===== src/rtl/obi_read_master.sv =====
// OBI block-read initiator: issues word reads for one (addr, len) command and
// streams the responses out of a small FIFO, tagging the final word.
module obi_read_master #(
  parameter int FIFO_DEPTH = 4,
  parameter int LEN_W      = 16
) (
  input  logic             clk_i,
  input  logic             rst_ni,
  // Every port pair below (cmd, OBI req/gnt, data stream) transfers exactly on
  // the cycle where valid/req and ready/gnt are both high; a raised
  // valid/req is held stable, with its payload, until that cycle.
  input  logic             cmd_valid_i,
  output logic             cmd_ready_o,
  input  logic [31:0]      cmd_addr_i,
  input  logic [LEN_W-1:0] cmd_len_i,
  output logic             req_o,
  input  logic             gnt_i,
  output logic [31:0]      addr_o,
  output logic             we_o,
  output logic [3:0]       be_o,
  output logic [31:0]      wdata_o,
  input  logic             rvalid_i,
  input  logic [31:0]      rdata_i,
  output logic             data_valid_o,
  input  logic             data_ready_i,
  output logic [31:0]      data_o,
  output logic             data_last_o,
  output logic             busy_o,
  output logic             done_o,
  output logic             err_o,
  output logic [1:0]       dbg_state_o
);

  localparam int CW = $clog2(FIFO_DEPTH + 1);
  localparam int PW = $clog2(FIFO_DEPTH);

  typedef enum logic [1:0] {IDLE = 2'd0, ISSUE = 2'd1, DRAIN = 2'd2} state_t;

  state_t           state_q, state_d;
  logic [31:0]      addr_q;
  logic [LEN_W-1:0] rem_q, len_q, resp_cnt_q;
  logic [CW-1:0]    out_q, cnt_q;
  logic [PW-1:0]    wr_ptr_q, rd_ptr_q;
  logic             err_q, done_len0_q;
  logic [32:0]      mem [FIFO_DEPTH];

  logic cmd_fire, credit_ok, gnt_fire, push, pop, drain_done, last_bit;
  logic unused_addr_lsb;

  assign unused_addr_lsb = ^cmd_addr_i[1:0];

  assign cmd_fire   = cmd_valid_i && (state_q == IDLE);
  // Credit counts reads in flight plus words buffered, so a granted read
  // always has a FIFO slot waiting for its response.
  assign credit_ok  = ({1'b0, out_q} + {1'b0, cnt_q}) < (CW+1)'(FIFO_DEPTH);
  assign req_o      = (state_q == ISSUE) && (rem_q != '0) && credit_ok;
  assign gnt_fire   = req_o && gnt_i;
  assign push       = rvalid_i && (out_q != '0);
  assign last_bit   = ((resp_cnt_q + LEN_W'(1)) == len_q);
  assign pop        = data_valid_o && data_ready_i;
  assign drain_done = (state_q == DRAIN) && (out_q == '0) && (cnt_q == '0);

  assign cmd_ready_o  = (state_q == IDLE);
  assign busy_o       = (state_q != IDLE);
  assign done_o       = drain_done || done_len0_q;
  assign err_o        = err_q;
  assign addr_o       = addr_q;
  assign we_o         = 1'b0;
  assign be_o         = 4'hF;
  assign wdata_o      = '0;
  assign data_valid_o = (cnt_q != '0);
  assign data_o       = data_valid_o ? mem[rd_ptr_q][31:0] : '0;
  assign data_last_o  = data_valid_o && mem[rd_ptr_q][32];
  assign dbg_state_o  = state_q;

  always_comb begin
    state_d = state_q;
    case (state_q)
      IDLE:    if (cmd_valid_i && (cmd_len_i != '0)) state_d = ISSUE;
      ISSUE:   if (gnt_fire && (rem_q == LEN_W'(1))) state_d = DRAIN;
      DRAIN:   if (drain_done) state_d = IDLE;
      default: state_d = IDLE;
    endcase
  end

  always_ff @(posedge clk_i or negedge rst_ni) begin
    if (!rst_ni) begin
      state_q     <= IDLE;
      addr_q      <= '0;
      rem_q       <= '0;
      len_q       <= '0;
      resp_cnt_q  <= '0;
      out_q       <= '0;
      cnt_q       <= '0;
      wr_ptr_q    <= '0;
      rd_ptr_q    <= '0;
      err_q       <= 1'b0;
      done_len0_q <= 1'b0;
    end else begin
      state_q     <= state_d;
      done_len0_q <= cmd_fire && (cmd_len_i == '0);
      if (cmd_fire) begin
        addr_q     <= {cmd_addr_i[31:2], 2'b00};
        rem_q      <= cmd_len_i;
        len_q      <= cmd_len_i;
        resp_cnt_q <= '0;
        err_q      <= 1'b0;
      end else begin
        if (gnt_fire) begin
          addr_q <= addr_q + 32'd4;
          rem_q  <= rem_q - LEN_W'(1);
        end
        // A response with nothing outstanding is dropped but remembered.
        if (rvalid_i && (out_q == '0)) err_q <= 1'b1;
        if (push) resp_cnt_q <= resp_cnt_q + LEN_W'(1);
      end
      case ({gnt_fire, push})
        2'b10:   out_q <= out_q + CW'(1);
        2'b01:   out_q <= out_q - CW'(1);
        default: out_q <= out_q;
      endcase
      case ({push, pop})
        2'b10:   cnt_q <= cnt_q + CW'(1);
        2'b01:   cnt_q <= cnt_q - CW'(1);
        default: cnt_q <= cnt_q;
      endcase
      if (push) wr_ptr_q <= wr_ptr_q + PW'(1);
      if (pop)  rd_ptr_q <= rd_ptr_q + PW'(1);
    end
  end

  always_ff @(posedge clk_i) begin
    if (push) mem[wr_ptr_q] <= {last_bit, rdata_i};
  end

endmodule


===== config.mk =====
export PLATFORM = sky130hd
export DESIGN_NAME = obi_read_master
export DESIGN_NICKNAME = d
export VERILOG_FILES = /design/src/rtl/obi_read_master.sv
export SDC_FILE = /design/constraint.sdc
export NUM_CORES = 1
export LEC_CHECK = 0
export ABC_CLOCK_PERIOD_IN_PS = 3600
export CAP_MARGIN = 20
export CELL_PAD_IN_SITES_DETAIL_PLACEMENT = 1
export CELL_PAD_IN_SITES_GLOBAL_PLACEMENT = 1
export CORE_MARGIN = 4
export CORE_UTILIZATION = 31
export CTS_CLUSTER_DIAMETER = 30
export DETAILED_ROUTE_END_ITERATION = 10
export PLACE_DENSITY_LB_ADDON = 0.1
export SYNTH_ARGS = -nofsm -noshare
export SYNTH_HDL_FRONTEND = slang
export SYNTH_SLANG_ARGS = --single-unit

===== constraint.sdc =====
create_clock -name clk_i -period 3.6 [get_ports clk_i]
set_input_delay 0.54 -clock clk_i [delete_from_list [all_inputs] [get_ports clk_i]]
set_output_delay 0.54 -clock clk_i [all_outputs]
set_load 0.005 [all_outputs]

# [Word-level counts from Yosys, hierarchy flattened]
# Memory sizes are Yosys's and may differ from the RTL's.
# Cells that the tools add are included.
[op_classes] addsub=10 n_lt_le_gt_ge=1 n_eq_ne=11 n_mux=17 reduce_logical=29
[op_table] op="two-way mux 32 bit" count=3
[op_table] op="two-way mux 16 bit" count=4
[op_table] op="adder 32 x 3 -> 32 bit, second input constant" count=1
[op_table] op="nonzero test 16 bit" count=2
[op_table] op="adder 16 x 1 -> 16 bit, second input constant" count=1
[op_table] op="equality test 16 x 1 -> 1 bit, second input constant" count=1
[op_table] op="equality test 16 bit" count=1
[op_table] op="logical NOT 16 bit" count=1
[op_table] op="subtractor 16 x 1 -> 16 bit, second input constant" count=1
[op_table] op="logical AND 1 bit" count=13
[op_table] op="one-hot mux 3 bit (2 select lines)" count=2
[op_table] op="nonzero test 2 bit" count=6
[op_table] op="adder 3 x 1 -> 3 bit, second input constant" count=2
[op_table] op="equality test 2 x 1 -> 1 bit, second input constant" count=3
[op_table] op="equality test 2 bit, second input constant" count=3
[op_table] op="logical NOT 3 bit" count=2
[op_table] op="two-way mux 2 bit" count=3
[op_table] op="one-hot mux 2 bit (3 select lines)" count=1
[op_table] op="nonzero test 3 bit" count=2
[op_table] op="subtractor 3 x 1 -> 3 bit, second input constant" count=2
[op_table] op="adder 2 x 1 -> 2 bit, second input constant" count=2
[op_table] op="adder 3 x 3 -> 4 bit" count=1
[op_table] op="< comparator 4 x 3 -> 1 bit, second input constant" count=1
[op_table] op="two-way mux 1 bit" count=4
[op_table] op="5 further kinds" count=6
[totals] regBits=94 ram_bits=132 in_bits=86 memories=1
[memory_table] name="mem" words=4 width=33 read_ports=1 rd_clocked_by_memory_dff=0 write_ports=1 line="45" rtl="logic [32:0] mem [FIFO_DEPTH];"

# [Logic depth before layout (Yosys ltp)]
[depth] word_depth=7 mapped_depth=14 ltp_nobuf=11

# [Worst setup path before layout]
# Ideal clock, no wire load.
[synth_path] path_kind="register to register" from="reg out_q[2]" to="reg out_q[2]" setup_time_ns=0.125 arrival_ns=2.614 required_time_ns=3.475 setup_slack_ns=0.861 path_stages_with_launch=14 path_buffers=2 synth_period_minus_slack_ns=2.739 path_cell_list="dfrtp_1 ha_1 nor4b_1 nand4b_1 a21oi_2 inv_2 buf_2 buf_2 ha_1 inv_1 fa_1 xor2_1 nor2_1 xor2_1"
[synth_via] elab_chain_cells=6
[synth_lines] element="start: declaration" line="42" rtl="logic [CW-1:0] out_q, cnt_q;"
[synth_lines] element="start signal: assignment" line="118" rtl="2'b10: out_q <= out_q + CW'(1);"
[synth_lines] element="start signal: assignment" line="119" rtl="2'b01: out_q <= out_q - CW'(1);"
[synth_lines] element="start signal: assignment" line="120" rtl="default: out_q <= out_q;"
[synth_lines] element="adder 3 x 3 -> 4 bit" line="55" rtl="assign credit_ok = ({1'b0, out_q} + {1'b0, cnt_q}) < (CW+1)'(FIFO_DEPTH);"
[synth_lines] element="< comparator 4 x 3 -> 1 bit" line="55"
[synth_lines] element="logical AND 1 bit" line="56" rtl="assign req_o = (state_q == ISSUE) && (rem_q != '0) && credit_ok;"
[synth_lines] element="logical AND 1 bit" line="57" rtl="assign gnt_fire = req_o && gnt_i;"
[synth_lines] element="equality test 2 x 1 -> 1 bit / equality test 2 bit (equally long branches)" line="117" rtl="case ({gnt_fire, push})"
[synth_lines] element="one-hot mux 3 bit (2 select lines) / nonzero test 2 bit (equally long branches)"
# Parallel ways exist; a longest one is shown, timed or not.
# A chain may end at the register's enable or synchronous reset.

# [Worst setup path after layout]
[layout_path] from="reg out_q[2]" to="out req_o"
[layout_via] elab_chain_cells=3
[layout_lines] element="adder 3 x 3 -> 4 bit" line="55"
[layout_lines] element="< comparator 4 x 3 -> 1 bit" line="55"
[layout_lines] element="logical AND 1 bit" line="56"
[layout_lines] element="end: declaration" line="16" rtl="output logic req_o,"
# Every way passes these cells.

==> out/results.tsv <==
stage	metric	value	unit
sta	endpoints failing hold	0	
setup_path	largest fanout on the critical path	4	
route	Via-to-Cell Ratio	4.90	
yosys	dominant cell type by area after synthesis	edfxtp_1	
clock_network	TritonCTS buffer count	56	
yosys	library cells used by synthesis	66	
sta	RSZ-0062 raised after global routing	no	
route	First-pass DRT Iterations	6	
clock_network	number of setup buffers added after CTS	0	
yosys	Top FF cell, synth	edfxtp_1	
floorplan	Initial Utilization	31.3	%
pwr	PD cells	922	nW/um^2
yosys	Post-synth EDFFs	132	
clock_network	CTS tree	built	
clock_network	clock slew at reported path FFs	0.04	ns
setup_path	R2R cell count	11	
setup_path	CP Launch Type	register	
yosys	yosys synthesis warning count	0	
setup_path	CP required	3.06	ns
sta	min Tclk post-route	3.27	ns
yosys	largest cells by area after synthesis	edfxtp_1 (37%), dfrtp_1 (21%), mux4_2 (6.9%)	
global_route	wire length of the first global-routing pass	46.9	mm
route	DRC Markers	0	
global_route	met1 Use GR	21.3	%
setup_path	Crit Path Class	register to output pin	
sta	FMAX	0.306	GHz
layout	cell area after layout	14800	um^2
global_route	initial antenna violation count	0	
setup_path	CP Data Arrival Time	2.73	ns
global_route	GR Layer Usage met2	24.4	%
route	Final ANT Viol Nets	0	
yosys	Synth top area share	36.7	%
floorplan	height of the die	195	um
global_route	routing usage on met3	3.03	%
placement	placed insts	1454	
layout	Area Overhead vs Synth	37.3	%
yosys	asr flop ratio synth	41.1	%
clock_network	Hold Buf Count CTS	0	
layout	Final Util	43.0	%
global_route	vias in the first global route	8232	
global_route	global route hottest layer	met2	
global_route	grt total ovfl	0	
yosys	top-count cell post-synth	edfxtp_1	
placement	placed instance area	12800	um^2
sta	Slew Viols, Final	0	
yosys	register area share after synthesis	58.1	%
clock_network	worst-case clock buffer depth	3	
pwr	leakage	0.00554	uW
clock_network	H-tree levels	2	
pwr	Power, Total	13700	uW
floorplan	I/O pin count	196	
layout	Non-Filler Instances	1560	
floorplan	row cnt	68	
route	Iteration-0 DRC Markers	311	
layout	net count reported at finish	1158	
floorplan	Core Region	34500	um^2
job	max_cap viols	0	
clock_network	worst skew pair latency	0.56	ns
clock_network	clock root buffer master	clkbuf_16	
floorplan	DIE WIDTH	195	um
route	WL final	29.3	mm
layout	number of diodes	0	
yosys	Mapped Area	10800	um^2
yosys	Cells after Synth	869	
layout	share of post-route cells with drive strength above 1	16.7	%
sta	Slew headroom	36.1	%
global_route	largest net degree at the start of global routing	68	
sta	final critical-path share of the clock period	90.7	%
global_route	overall routing resource usage	15.2	%
placement	Port Buffer Count	154	
yosys	Mapped Avg Cell Area	12.4	um^2
sta	worst slew pin tran	0.958	ns
sta	Max Clock Skew	0.0227	ns
outcome	status	finished clean	
sta	Final setup viols	0	
hold_path	Hold Path Class	input pin to asynchronous set/reset pin	
yosys	Yosys reg bits	224	
yosys	top cells by count, synth	edfxtp_1 (132), dfrtp_1 (92), nand2_1 (92), nor2_1 (44), and2_1 (43)	
setup_path	Reg2Reg Setup Slack	0.68	ns
route	drt wl/cell	18.8	um
pwr	VDD IR-drop max	428	uV
placement	RePlAce Congestion	0.810	
clock_network	Sink Count	224	
route	Vias	7646	
placement	Post-DP HPWL	20.1	mm
floorplan	die area	37900	um^2
sta	Setup TNS Final	0	ns
setup_path	crit end category	output pin	
state kept, by name, indices dropped and copies added, names as in the netlist, 3 cells and up:
signal,flops
mem,132
addr_o,30
len_q,16
rem_q,16
resp_cnt_q,16
cnt_q,3
out_q,3
layout make-up:
class	count	area (um^2)
Fill cell	3634	19600
Sequential cell	224	6270
Timing Repair Buffer	175	1760
Clock inverter	42	509
Multi-Input combinational cell	575	4130
Clock buffer	64	1490
Inverter	25	93.8
Tap cell	455	569
metal layers:
layer,vias up,routed length (um)
met2,182,13800
met1,3841,13600
met5,-,0
li1,3582,-
met4,0,543
met3,41,1370
metrics by stage:
stage | setup slack, ns | hold WS [ns]
after detailed placement | 0.487 | 0.491
after global routing | 0.156 | 0.209
after global placement | 0.509 | 0.488
after floorplan | 0.861 | 0.244
final | 0.334 | 0.129
after CTS | 0.0991 | 0.172
repair_timing:
item                       in CTS  in global routing
setup endpoints to repair       0                  1
resized for setup               0                  1
hold endpoints to repair        0                  0
critical path, cell delays in order (launching register included):
cell	delay (ns)
dfrtp_1	0.43
ha_1	0.33
nor4b_2	0.42
nand3b_1	0.24
a21oi_1	0.22
clkdlybuf4s50_1	0.54
cells by family (layout without fill, tap and decap cells):
family / count (synthesis) / count (layout) / synth area share, %
compound gates: 106 / 106 / 6.91
xor+xnor: 46 / 46 / 3.73
fa+ha+maj: 15 / 15 / 1.88
buf+inv: 107 / 306 / 5.24
flops: 224 / 224 / 58.1
mux: 54 / 54 / 8.93
other cells: 2 / 39 / 0.0696
simple gates: 315 / 315 / 15.2
power breakdown:
group / leakage (uW) / internal, uW / switching (uW) / total [uW]
sequential: 0.00234 / 3510 / 697 / 4210
combinational: 0.00223 / 2300 / 2010 / 4310
clock: 0.000975 / 3560 / 1600 / 5150
layout by cell type, fill, tap and decap left out, drive strengths merged, types with 28 or more instances in the layout:
master / n
mux4: 33
inv: 28
clkdlybuf4s50: 153
edfxtp: 132
clkbuf: 64
and2: 43
conb: 39
dfrtp: 92
nor2: 44
xnor2: 29
nand2: 92
nand3: 28
path summary, 6_finish.rpt:
kind                                      start                        end
min reg2reg                len_q[1]$_DFFE_PN0P_       len_q[1]$_DFFE_PN0P_
min                                      rst_ni       rem_q[8]$_DFFE_PN0P_
min in group clk_i         len_q[1]$_DFFE_PN0P_       len_q[1]$_DFFE_PN0P_
max in group asynchronous                rst_ni  resp_cnt_q[7]$_DFFE_PN0P_
max                        out_q[2]$_DFFE_PN0P_                      req_o
max reg2reg                out_q[2]$_DFFE_PN0P_       out_q[2]$_DFFE_PN0P_
(Power assumes the default switching activity.)
